===== src/rtl/fpu_issue_sched.sv =====
`default_nettype none
// -----------------------------------------------------------------------------
// fpu_issue_sched : FPU issue scheduler with result-edge reservation  (rev 1.0)
// -----------------------------------------------------------------------------
module fpu_issue_sched #(
  parameter int LAT_ADD   = 6,
  parameter int LAT_SUB   = 6,
  parameter int LAT_MUL   = 6,
  parameter int LAT_DIV   = 12,
  parameter int LAT_SQRT  = 6,
  parameter int LAT_FTOI  = 2,
  parameter int LAT_ITOF  = 4,
  parameter int LAT_FABS  = 2,
  parameter int ISSUE_GAP = 2,
  parameter int TAG_W     = 5,
  parameter int MAX_LAT   = 16
) (
  input  logic             mem_clk,
  input  logic             rstn,
  input  logic             req_valid,
  output logic             req_ready,
  input  logic [7:0]       req_op,
  input  logic [TAG_W-1:0] req_tag,
  input  logic [31:0]      req_x1,
  input  logic [31:0]      req_x2,
  output logic [7:0]       fpu_opcode,
  output logic [31:0]      fpu_x1,
  output logic [31:0]      fpu_x2,
  input  logic [31:0]      fpu_y,
  input  logic             fpu_valid,
  input  logic             fpu_ovf,
  input  logic             fpu_unf,
  output logic             wb_valid,
  output logic [TAG_W-1:0] wb_tag,
  output logic [31:0]      wb_data,
  output logic [1:0]       wb_exc,
  output logic             wb_err,
  output logic             err_illegal,
  output logic             err_spurious,
  output logic [4:0]       inflight,
  output logic             idle
);

  localparam int IDX_W = $clog2(MAX_LAT + 1);
  localparam int GAP_W = $clog2(ISSUE_GAP + 1);

  // Slot 0 is the upcoming edge; slot MAX_LAT is never written and always reads free.
  logic [MAX_LAT:0] r_slot_v;
  logic [TAG_W-1:0] r_slot_tag [MAX_LAT+1];
  logic [GAP_W-1:0] r_gap;
  logic [IDX_W-1:0] r_quiet;

  logic [IDX_W-1:0] w_lat;
  logic             w_onehot;
  logic             w_slot_busy;
  logic             w_accept;
  logic             w_issue;
  logic             w_sample;

  assign w_onehot = (req_op != 8'd0) && ((req_op & (req_op - 8'd1)) == 8'd0);

  always_comb begin
    w_lat = '0;
    case (req_op)
      8'h01:   w_lat = IDX_W'(LAT_ADD);
      8'h02:   w_lat = IDX_W'(LAT_SUB);
      8'h04:   w_lat = IDX_W'(LAT_MUL);
      8'h08:   w_lat = IDX_W'(LAT_DIV);
      8'h10:   w_lat = IDX_W'(LAT_SQRT);
      8'h20:   w_lat = IDX_W'(LAT_FTOI);
      8'h40:   w_lat = IDX_W'(LAT_ITOF);
      8'h80:   w_lat = IDX_W'(LAT_FABS);
      default: w_lat = '0;
    endcase
  end

  // The sampling edge k+1+L sits one slot further out before this edge's shift.
  assign w_slot_busy = r_slot_v[w_lat + IDX_W'(1)];
  assign req_ready   = rstn && (!w_onehot || ((r_gap == '0) && !w_slot_busy));
  assign w_accept    = req_valid && req_ready;
  assign w_issue     = w_accept && w_onehot;
  assign w_sample    = r_slot_v[0];
  assign idle        = rstn && (inflight == 5'd0) && (r_gap == '0);

  always_ff @(posedge mem_clk) begin
    if (!rstn) begin
      r_slot_v <= '0;
      for (int i = 0; i <= MAX_LAT; i++) begin
        r_slot_tag[i] <= '0;
      end
    end else begin
      r_slot_v <= {1'b0, r_slot_v[MAX_LAT:1]};
      for (int i = 0; i < MAX_LAT; i++) begin
        r_slot_tag[i] <= r_slot_tag[i+1];
      end
      r_slot_tag[MAX_LAT] <= '0;
      if (w_issue) begin
        r_slot_v[w_lat]   <= 1'b1;
        r_slot_tag[w_lat] <= req_tag;
      end
    end
  end

  always_ff @(posedge mem_clk) begin
    if (!rstn) begin
      r_gap      <= '0;
      r_quiet    <= IDX_W'(MAX_LAT);
      fpu_opcode <= '0;
      fpu_x1     <= '0;
      fpu_x2     <= '0;
    end else begin
      fpu_opcode <= w_issue ? req_op : 8'd0;
      if (w_issue) begin
        fpu_x1 <= req_x1;
        fpu_x2 <= req_x2;
        r_gap  <= GAP_W'(ISSUE_GAP - 1);
      end else if (r_gap != '0) begin
        r_gap <= r_gap - GAP_W'(1);
      end
      if (r_quiet != '0) begin
        r_quiet <= r_quiet - IDX_W'(1);
      end
    end
  end

  always_ff @(posedge mem_clk) begin
    if (!rstn) begin
      wb_valid     <= 1'b0;
      wb_tag       <= '0;
      wb_data      <= '0;
      wb_exc       <= '0;
      wb_err       <= 1'b0;
      err_illegal  <= 1'b0;
      err_spurious <= 1'b0;
      inflight     <= '0;
    end else begin
      wb_valid <= w_sample;
      wb_err   <= 1'b0;
      if (w_sample) begin
        wb_tag  <= r_slot_tag[0];
        wb_data <= fpu_y;
        wb_exc  <= {fpu_ovf, fpu_unf};
        wb_err  <= ~fpu_valid;
      end else if (fpu_valid && (r_quiet == '0)) begin
        err_spurious <= 1'b1;
      end
      if (w_accept && !w_onehot) begin
        err_illegal <= 1'b1;
      end
      if (w_issue && !w_sample && (inflight != 5'd31)) begin
        inflight <= inflight + 5'd1;
      end else if (!w_issue && w_sample && (inflight != 5'd0)) begin
        inflight <= inflight - 5'd1;
      end
    end
  end

endmodule
`default_nettype wire


===== config.mk =====
export PLATFORM = sky130hd
export DESIGN_NAME = fpu_issue_sched
export DESIGN_NICKNAME = d
export VERILOG_FILES = /design/src/rtl/fpu_issue_sched.sv
export SDC_FILE = /design/constraint.sdc
export NUM_CORES = 1
export LEC_CHECK = 0
export CAP_MARGIN = 20
export CELL_PAD_IN_SITES_DETAIL_PLACEMENT = 0
export CELL_PAD_IN_SITES_GLOBAL_PLACEMENT = 1
export CORE_ASPECT_RATIO = 1.25
export CORE_MARGIN = 2
export CORE_UTILIZATION = 37
export DETAILED_ROUTE_END_ITERATION = 10
export PLACE_DENSITY_LB_ADDON = 0.05
export SLEW_MARGIN = 20
export SYNTH_ARGS = -nofsm -noshare
export SYNTH_HDL_FRONTEND = slang
export SYNTH_SLANG_ARGS = --single-unit

===== constraint.sdc =====
create_clock -name mem_clk -period 10.9 [get_ports mem_clk]
set_input_delay 2.725 -clock mem_clk [delete_from_list [all_inputs] [get_ports mem_clk]]
set_output_delay 2.725 -clock mem_clk [all_outputs]
set_load 0.05 [all_outputs]

==> key figures, run 1 <==
Logic synthesis
  • Cell with the most instances after synthesis: dfxtp_1
  • Ys Warns: 0
  • Dominant cell type by area after synthesis: dfxtp_1
  • Main synth FF type: dfxtp_1
  • Synth cell count leaders: dfxtp_1, nand2_1, and2_1, mux2i_1, o21ai_0
  • FF+latch count, synth: 217
  • Ranking of synthesized cells by area: dfxtp_1, nand2_1, mux2i_1
  • Post-Syn Area: 7550 µm²
  • Async S/R FF share, synth: 0%
  • Post-synth EDFFs: 0
  • Syn Inst Count: 779
  • Part of the Yosys area used for sequential elements: 57.5%
  • Area share of the largest cell type after synthesis: 57.5%
  • Syn Area/Cell: 9.70 µm²
  • Yosys cell types: 51

Detailed routing
  • Routed vias/inst: 4.45
  • Post-detailed-route count of antenna-violating nets: 0
  • DRC errors left: 0
  • Drt total wl: 18,300 µm
  • Detailed Route Iter0 Violations: 213
  • First-pass iteration count of the detailed router: 4
  • Via Count: 5,707
  • Wire per inst: 14.2 µm

Place
  • Input/output buffers: 236
  • Routability cong.: 0.764
  • Pre-CTS setup slack: 2.76 ns
  • Placed instance area: 10,000 µm²
  • Final HPWL DP: 12,400 µm

GRT
  • Initial antenna violation count: 1
  • Vias in the first global route: 5,287
  • Met1 Use GR: 21.3%
  • Met3 GRT Util: 3.52%
  • Remaining Overflow, GRT: 0
  • M2 GR Usage: 27.6%
  • First-pass GRT wire length: 28,800 µm
  • Largest net degree at the start of global routing: 126
  • All-layer global routing usage: 16.4%
  • GR peak layer: met2

Finish
  • Fin util: 53.6%
  • Finished Cell Area: 10,800 µm²
  • Layout cells sized above 1: 4.94%
  • Nets@finish: 1,120
  • P&R area growth vs syn: 42.7%
  • N_diodes: 0

STA
  • Period utilisation layout: 74.6%
  • Worst setup margin: 2.77 ns
  • Max Freq: 123 MHz
  • Worst Hold Slack: 0.429 ns
  • RSZ-0062 raised after global routing: no
  • Final setup fails: 0
  • Worst-margin pin slew: 1.02 ns
  • TNS Setup: 0 ns
  • Worst Clk Skew: 0.00666 ns
  • Max Slew Vio Count: 0
  • Tmin final: 8.13 ns
  • Slew HR: 31.8%
  • Final hold violations: 0

Clock tree
  • Clock latency at the later pin of the worst-skew pair: 0.49 ns
  • Post-CTS Setup Bufs: 0
  • Clk sink count: 217
  • CTS clk-pin slew, worst paths: 0.06 ns
  • CTS tree: done
  • Resize count post-CTS: 0
  • Hold_buf cts: 0
  • Root buf cell: clkbuf_16
  • Clock Path Buffers: 3
  • H-tree levels: 1
  • TritonCTS Buffers: 22

Floorplanning
  • I/O pin count: 237
  • Core ar.: 20,100 µm²
  • Die height: 164 µm
  • Num rows: 58
  • Die Area: 21,600 µm²
  • Die W: 132 µm
  • Initial core utilization: 37.6%

Setup path
  • Critical Path Sink Type: output pin
  • Slowest-stage cell, CP: clkdlybuf4s50_1
  • CP max FO: 7
  • Crit Reg-Reg Startpoint: r_gap[0]
  • CP peak stage delay: 0.73 ns
  • Arr. time, crit path: 5.40 ns
  • Worst-path cell chain: clkdlybuf4s50_1 -> nor4_2 -> and4b_1 -> a32o_1 -> nor3_1 -> a21oi_1 -> nor2b_1 -> clkdlybuf4s50_1
  • CP Launch Type: primary input
  • CP Class: in -> out
  • Critical Path Most Common Cell: clkdlybuf4s50_1
  • Critical path data required time: 8.18 ns
  • Crit path from: req_op[0]
  • Setup slack, reg-to-reg: 7.61 ns

Worst hold path
  • HP Start: r_slot_tag[14][3]
  • Hold WC Path Type: reg -> reg

Job
  • Max Cap Viol: 0

Outcome
  • Status: finished, final reports clean

Power and ir drop
  • Peak VDD IR: 0.110 mV
  • Pwr per Cell Area: 160 nW/µm²
  • Pleak: 0.00400 µW
-- cells in the final DEF (no fill, tap or decap), types with 14 or more instances in the layout --
master / netlist / layout
and2_1: 69 / 69
nor2b_1: 45 / 45
dfxtp_1: 217 / 216
nand2_1: 170 / 170
clkdlybuf4s50_1: 0 / 235
inv_1: 14 / 14
mux2i_1: 54 / 54
o21ai_1: 24 / 24
clkbuf_16: 0 / 23
o21ai_0: 52 / 52
-- report_power, final --
| group | internal (µW) | switching [µW] | leakage, µW |
|---|---|---|---|
| clock network | 450 | 297 | 0.000361 |
| logic | 79.0 | 70.9 | 0.00188 |
| registers | 813 | 9.85 | 0.00176 |
| total | 1340 | 378 | 0.00400 |
-- critical path, delay by kind of cell --
kind	cells	cell delay (ns)
compound gates	2	0.36
buf+inv	2	1.26
simple gates	4	1.04
-- area by class of cell --
| cell class | count | area [µm²] |
|---|---|---|
| multi-input combinational | 502 | 2910 |
| clock inverter | 6 | 61.3 |
| inverter | 15 | 56.3 |
| clock buffer | 33 | 673 |
| tap | 270 | 338 |
| timing repair buffer | 240 | 2390 |
| sequential | 217 | 4350 |
| fill | 1903 | 9320 |
-- final timing paths --
kind	end	cells past startpoint
max	req_ready	8
min reg2reg	r_slot_tag[13][3]	1
max reg2reg	inflight[4]	12
min	r_slot_tag[13][3]	1
-- routing by layer --
| layer | vias up | share of wire (%) |
|---|---|---|
| met5 | - | 0 |
| met2 | 148 | 47 |
| met1 | 2586 | 45 |
| met3 | 27 | 5.6 |
| li1 | 2946 | - |
| met4 | 0 | 2.3 |
-- metrics by stage --
stage | power [µW] | instances
floorplan | 925 | 784
CTS | 1750 | 1283
detailed placement | 992 | 1244
finish | 1720 | 1283
global route | 1800 | 1283
global placement | 992 | 1244
-- flip-flops by register name (all words and copies together) (netlist names) --
| name | flops |
|---|---|
| err_spurious | 1 |
| r_slot_v | 15 |
| r_gap | 2 |
| inflight | 5 |
| fpu_opcode | 8 |
| r_slot_tag | 75 |
| fpu_x2 | 32 |
| wb_tag | 5 |
| r_quiet | 5 |
| wb_valid | 1 |
| wb_err | 1 |
| err_illegal | 1 |
| wb_data | 32 |
| fpu_x1 | 32 |
| wb_exc | 2 |
-- logic make-up (layout without fill, tap and decap cells) --
kind of cell	count (synthesis)	in the layout	synth area share (%)
other	1	6	0.0496
adder cells (fa/ha/maj)	7	7	1.26
flip-flops	217	217	57.5
XOR/XNOR	8	8	0.927
AO/OA/AOI/OAI	98	98	7.12
multiplexers	54	54	7.15
buffers and inverters	65	294	4.22
AND/OR/NAND/NOR	329	329	21.8
No activity file was read; power rests on OpenSTA's default activity.
==> inputs of run 2 (changes only) <==
--- a/config.mk
+++ b/config.mk
@@ -10,7 +10,7 @@
 export CELL_PAD_IN_SITES_GLOBAL_PLACEMENT = 1
 export CORE_ASPECT_RATIO = 1.25
 export CORE_MARGIN = 2
-export CORE_UTILIZATION = 37
+export CORE_UTILIZATION = 31
 export DETAILED_ROUTE_END_ITERATION = 10
 export PLACE_DENSITY_LB_ADDON = 0.05
 export SLEW_MARGIN = 20
==> constraint.sdc (replaced) <==
create_clock -name mem_clk -period 7.1 [get_ports mem_clk]
set_input_delay 1.775 -clock mem_clk [delete_from_list [all_inputs] [get_ports mem_clk]]
set_output_delay 1.775 -clock mem_clk [all_outputs]
set_load 0.05 [all_outputs]
==> key figures, run 2 (synthesis results as in run 1) <==
Outcome
  • Status: finished, final reports clean

Clock tree
  • Hold_buf cts: 0
  • CTS clk-pin slew, worst paths: 0.06 ns
  • TritonCTS Buffers: 24
  • Clock latency at the later pin of the worst-skew pair: 0.50 ns
  • CTS tree: done
  • Post-CTS Setup Bufs: 0
  • Root buf cell: clkbuf_16
  • Clock Path Buffers: 3
  • H-tree levels: 1
  • Resize count post-CTS: 0
  • Clk sink count: 217

STA
  • RSZ-0062 raised after global routing: no
  • Final setup fails: 0
  • Max Freq: 160 MHz
  • TNS Setup: 0 ns
  • Worst Clk Skew: 0.00850 ns
  • Worst-margin pin slew: 0.931 ns
  • Final hold violations: 0
  • Tmin final: 6.26 ns
  • Max Slew Vio Count: 0
  • Slew HR: 37.9%
  • Period utilisation layout: 88.2%

Power and ir drop
  • Final Power: 2700 µW
  • Register share of total power: 46.9%
  • Combinational group share of total power: 8.5%
  • Clk network pwr share: 44.6%
  • Pwr per Cell Area: 248 nW/µm²
  • Int Pwr: 2100 µW
  • Peak VDD IR: 0.157 mV
  • Switching power: 599 µW
  • Pleak: 0.00402 µW
  • Net Sw Frac: 22.2%

Floorplanning
  • Num rows: 63
  • Die height: 179 µm
  • Die Area: 25,600 µm²
  • Initial core utilization: 31.7%
  • Die W: 144 µm
  • Core ar.: 23,800 µm²
  • I/O pin count: 237

Detailed routing
  • DRC errors left: 0
  • Routed vias/inst: 4.24
  • Wire per inst: 14.2 µm
  • Post-detailed-route count of antenna-violating nets: 0
  • Via Count: 5,692
  • Detailed Route Iter0 Violations: 252
  • First-pass iteration count of the detailed router: 4
  • Drt total wl: 19,100 µm

Finish
  • Biggest register: r_slot_tag
  • N_diodes: 0
  • Nets@finish: 1,124
  • Layout cells sized above 1: 5.11%
  • Max reg flops: 75
  • Commonest non-fill, non-tap cell in the layout: clkdlybuf4s50_1
  • P&R area growth vs syn: 44.2%
  • Commonest cells after routing, fill and taps aside: clkdlybuf4s50_1, dfxtp_1, nand2_1
  • Filler instances: 2,381

Place
  • Routability cong.: 0.750
  • Final HPWL DP: 13,100 µm
  • Input/output buffers: 236

Setup path
  • Critical Path Sink Type: output pin
  • Critical path data required time: 5.33 ns
  • Slowest-stage cell, CP: clkdlybuf4s50_1
  • Critical Path Most Common Cell: clkdlybuf4s50_1
  • CP max FO: 7
  • CP bufs+invs: 2
  • CP delay by family, top: buffers and inverters
  • CP Class: in -> out
  • Worst-path cell chain: clkdlybuf4s50_1 -> nor4_2 -> and4b_1 -> a32o_1 -> nor3_1 -> a21oi_1 -> nor2b_1 -> clkdlybuf4s50_1
  • CP peak stage delay: 0.73 ns
  • CP Launch Type: primary input
  • Crit path from: req_op[0]
  • Arr. time, crit path: 4.49 ns
  • Crit Reg-Reg Startpoint: r_gap[0]

Job
  • Max Cap Viol: 0

Worst hold path
  • HP Start: r_slot_tag[10][4]
  • Hold WC Path Type: reg -> reg

GRT
  • First-pass GRT wire length: 29,100 µm
  • Vias in the first global route: 5,422
  • Remaining Overflow, GRT: 0
  • All-layer global routing usage: 14.2%
  • Initial antenna violation count: 0
  • Largest net degree at the start of global routing: 101
[run 2: final cells by class]
type                    count  area [µm²]  share of cell area [%]
clock buffers              36         717                    6.58
clock inverters             5        52.6                   0.482
inverters                  15        56.3                   0.517
multi-input cells         502        2910                    26.7
flip-flops and latches    217        4350                    39.9
well taps                 325         407                    3.73
repair buffers            242        2400                    22.1
[run 2: metrics by stage]
stage	instance area [µm²]	utilization, %	setup slack [ns]	cells	hold WS (ns)
floorplan	7570	-	1.90	784	0.412
global placement	10100	42.5	0.824	1301	0.414
detailed placement	10100	42.5	0.820	1301	0.418
CTS	10900	45.8	0.810	1342	0.429
global route	10900	45.8	0.630	1342	0.442
finish	10900	45.8	0.839	1342	0.428
[run 2: routing by layer]
metal	global-route usage [%]	wire length (µm)	up-vias
li1	-	-	2958
met1	17.3	8140	2577
met2	25.1	9400	136
met3	3.54	1260	21
met4	3.43	314	0
met5	0	0	-
[run 2: worst paths after layout]
path	slack (ns)	to	cells after the start
setup / recovery	0.84	req_ready	8
hold / removal	0.43	r_slot_tag[9][4]	1
setup reg to reg	4.21	r_slot_tag[2][0]	8
hold reg to reg	0.43	r_slot_tag[9][4]	1
[run 2: worst reg2reg max path, delay by kind of cell (launching register included)]
kind | cells | cell delay, ns
and+or+nand+nor | 4 | 1.20
buffers and inverters | 2 | 0.78
DFF | 1 | 0.32
adders and majority gates | 1 | 0.27
muxes | 1 | 0.19
[run 2: power groups by stage]
stage / clock, µW / sequential (µW) / combinational [µW]
6_report: 1200 / 1260 / 230
5_1_grt: 1300 / 1270 / 253
4_1_cts: 1260 / 1260 / 235
3_5_place_dp: 0 / 1290 / 233
3_3_place_gp: 0 / 1290 / 233
2_1_floorplan: 0 / 1300 / 116
==> inputs of run 3 (changes only) <==
--- a/config.mk
+++ b/config.mk
@@ -8,11 +8,11 @@
 export CAP_MARGIN = 20
 export CELL_PAD_IN_SITES_DETAIL_PLACEMENT = 0
 export CELL_PAD_IN_SITES_GLOBAL_PLACEMENT = 1
-export CORE_ASPECT_RATIO = 1.25
 export CORE_MARGIN = 2
 export CORE_UTILIZATION = 31
 export DETAILED_ROUTE_END_ITERATION = 10
-export PLACE_DENSITY_LB_ADDON = 0.05
+export PLACE_DENSITY = 0.85
+export SETUP_SLACK_MARGIN = 0.02
 export SLEW_MARGIN = 20
 export SYNTH_ARGS = -nofsm -noshare
 export SYNTH_HDL_FRONTEND = slang
==> key figures, run 3 (synthesis results as in run 1) <==
STA
  • TNS Setup: 0 ns
  • Worst setup margin: 0.843 ns
  • RSZ-0062 raised after global routing: no
  • Tmin final: 6.26 ns
  • Worst Clk Skew: 0.00854 ns
  • Period utilisation layout: 88.1%
  • Max Slew Vio Count: 0
  • Final hold violations: 0
  • Final setup fails: 0
  • Slew HR: 48.7%
  • Max Freq: 160 MHz
  • Worst-margin pin slew: 0.764 ns
  • Worst Hold Slack: 0.425 ns

Job
  • Max Cap Viol: 0

Finish
  • Max reg flops: 75
  • Commonest cells after routing, fill and taps aside: clkdlybuf4s50_1, dfxtp_1, nand2_1
  • Filler instances: 2,349
  • Commonest non-fill, non-tap cell in the layout: clkdlybuf4s50_1
  • Biggest register: r_slot_tag
  • Nets@finish: 1,123
  • N_diodes: 0
  • Fin util: 45.5%
  • Layout cells sized above 1: 5.59%
  • P&R area growth vs syn: 45.1%

Setup path
  • CP Class: in -> out
  • Critical path data required time: 5.33 ns
  • CP Launch Type: primary input
  • Critical Path Sink Type: output pin
  • Slowest-stage cell, CP: clkdlybuf4s50_1
  • Critical Path Most Common Cell: clkdlybuf4s50_1
  • Arr. time, crit path: 4.48 ns
  • Worst-path cell chain: clkdlybuf4s50_1 -> nor4_2 -> and4b_1 -> a32o_1 -> nor3_1 -> a21oi_1 -> nor2b_1 -> clkdlybuf4s50_1
  • CP peak stage delay: 0.74 ns
  • CP max FO: 7

Power and ir drop
  • Register share of total power: 45.7%
  • Combinational group share of total power: 8.3%
  • Int Pwr: 2160 µW
  • Switching power: 615 µW
  • Pwr per Cell Area: 253 nW/µm²
  • Clk network pwr share: 46.0%
  • Peak VDD IR: 0.221 mV
  • Final Power: 2770 µW
  • Pleak: 0.00406 µW
  • Net Sw Frac: 22.2%

Clock tree
  • Clock latency at the later pin of the worst-skew pair: 0.51 ns
  • Clk sink count: 217
  • CTS clk-pin slew, worst paths: 0.06 ns
  • Resize count post-CTS: 0
  • TritonCTS Buffers: 24
  • Post-CTS Setup Bufs: 0
  • CTS tree: done
  • Root buf cell: clkbuf_16
  • Clock Path Buffers: 3
  • H-tree levels: 1
  • Hold_buf cts: 0

Detailed routing
  • DRC errors left: 0
  • Via Count: 5,780
  • Routed vias/inst: 4.30
  • Metal3 WL: 1200 µm
  • Detailed Route Iter0 Violations: 267
  • Met1 wire length: 7820 µm
  • WL met2: 8030 µm
  • First-pass iteration count of the detailed router: 5
  • Wire per inst: 13.0 µm
  • Drt total wl: 17,400 µm
  • Uppermost routed layer: met4
  • Post-detailed-route count of antenna-violating nets: 0

Place
  • Routability cong.: 0.814
  • Pre-CTS setup slack: 0.832 ns
  • Final HPWL DP: 11,800 µm
  • Input/output buffers: 236

Floorplanning
  • Die height: 160 µm
  • Core ar.: 24,100 µm²
  • Num rows: 57
  • Die W: 160 µm
  • I/O pin count: 237
  • Die Area: 25,600 µm²
  • Initial core utilization: 31.3%

GRT
  • All-layer global routing usage: 13.3%
  • First-pass GRT wire length: 28,300 µm
  • Remaining Overflow, GRT: 0
  • Largest net degree at the start of global routing: 123
  • Vias in the first global route: 5,455
  • Initial antenna violation count: 0

Worst hold path
  • Hold WC Path Type: reg -> reg

Outcome
  • Status: finished, final reports clean
==> run 3: cell count changes in the layout (fill, tap and decap cells not counted), sizes merged <==
cell      before  now
clkinv         3    8
clkbuf        36   32
inv           15   16
clkinvlp       1    0
buf            7    6
bufinv         1    3
==> run 3: through the flow <==
step,cells,cell area [µm²]
floorplan,784,7570
global placement,1299,10100
detailed placement,1299,10100
CTS,1343,11000
global route,1343,11000
finish,1343,11000
==> run 3: cell type report <==
cell class,count,area (µm²),area share [%]
Multi-Input combinational cell,502,2910,26.6
Clock inverter,12,153,1.39
Clock buffer,32,681,6.21
Timing Repair Buffer,241,2410,22.0
Inverter,15,56.3,0.514
Tap cell,324,405,3.70
Sequential cell,217,4350,39.6
==> run 3: routing by layer <==
metal  vias to the layer above  GRT usage (%)
li1                       2957              -
met5                         -              0
met4                         0           3.56
met1                      2612           16.8
met3                        33           3.43
met2                       178           22.5
==> run 3: path summary, 6_finish.rpt <==
path,startpoint,endpoint,slack [ns],depth (start not counted)
worst max-delay path,req_op[0],req_ready,0.84,8
worst min-delay path,r_slot_tag[10][1],r_slot_tag[9][1],0.42,1
worst max register to register,r_gap[0],inflight[4],3.72,12
worst min register to register,r_slot_tag[10][1],r_slot_tag[9][1],0.42,1
==> run 3: worst max-delay path, delay by kind of cell <==
family	cells	cell delay, ns
buf+inv	2	1.27
simple gates	4	1.05
compound gates	2	0.39
==> run 3: power by group through the flow <==
stage	clock network (µW)	registers, µW	logic, µW
6_report	1270	1270	231
5_1_grt	1370	1270	258
4_1_cts	1320	1260	234
3_5_place_dp	0	1290	233
3_3_place_gp	0	1290	230
2_1_floorplan	0	1300	116
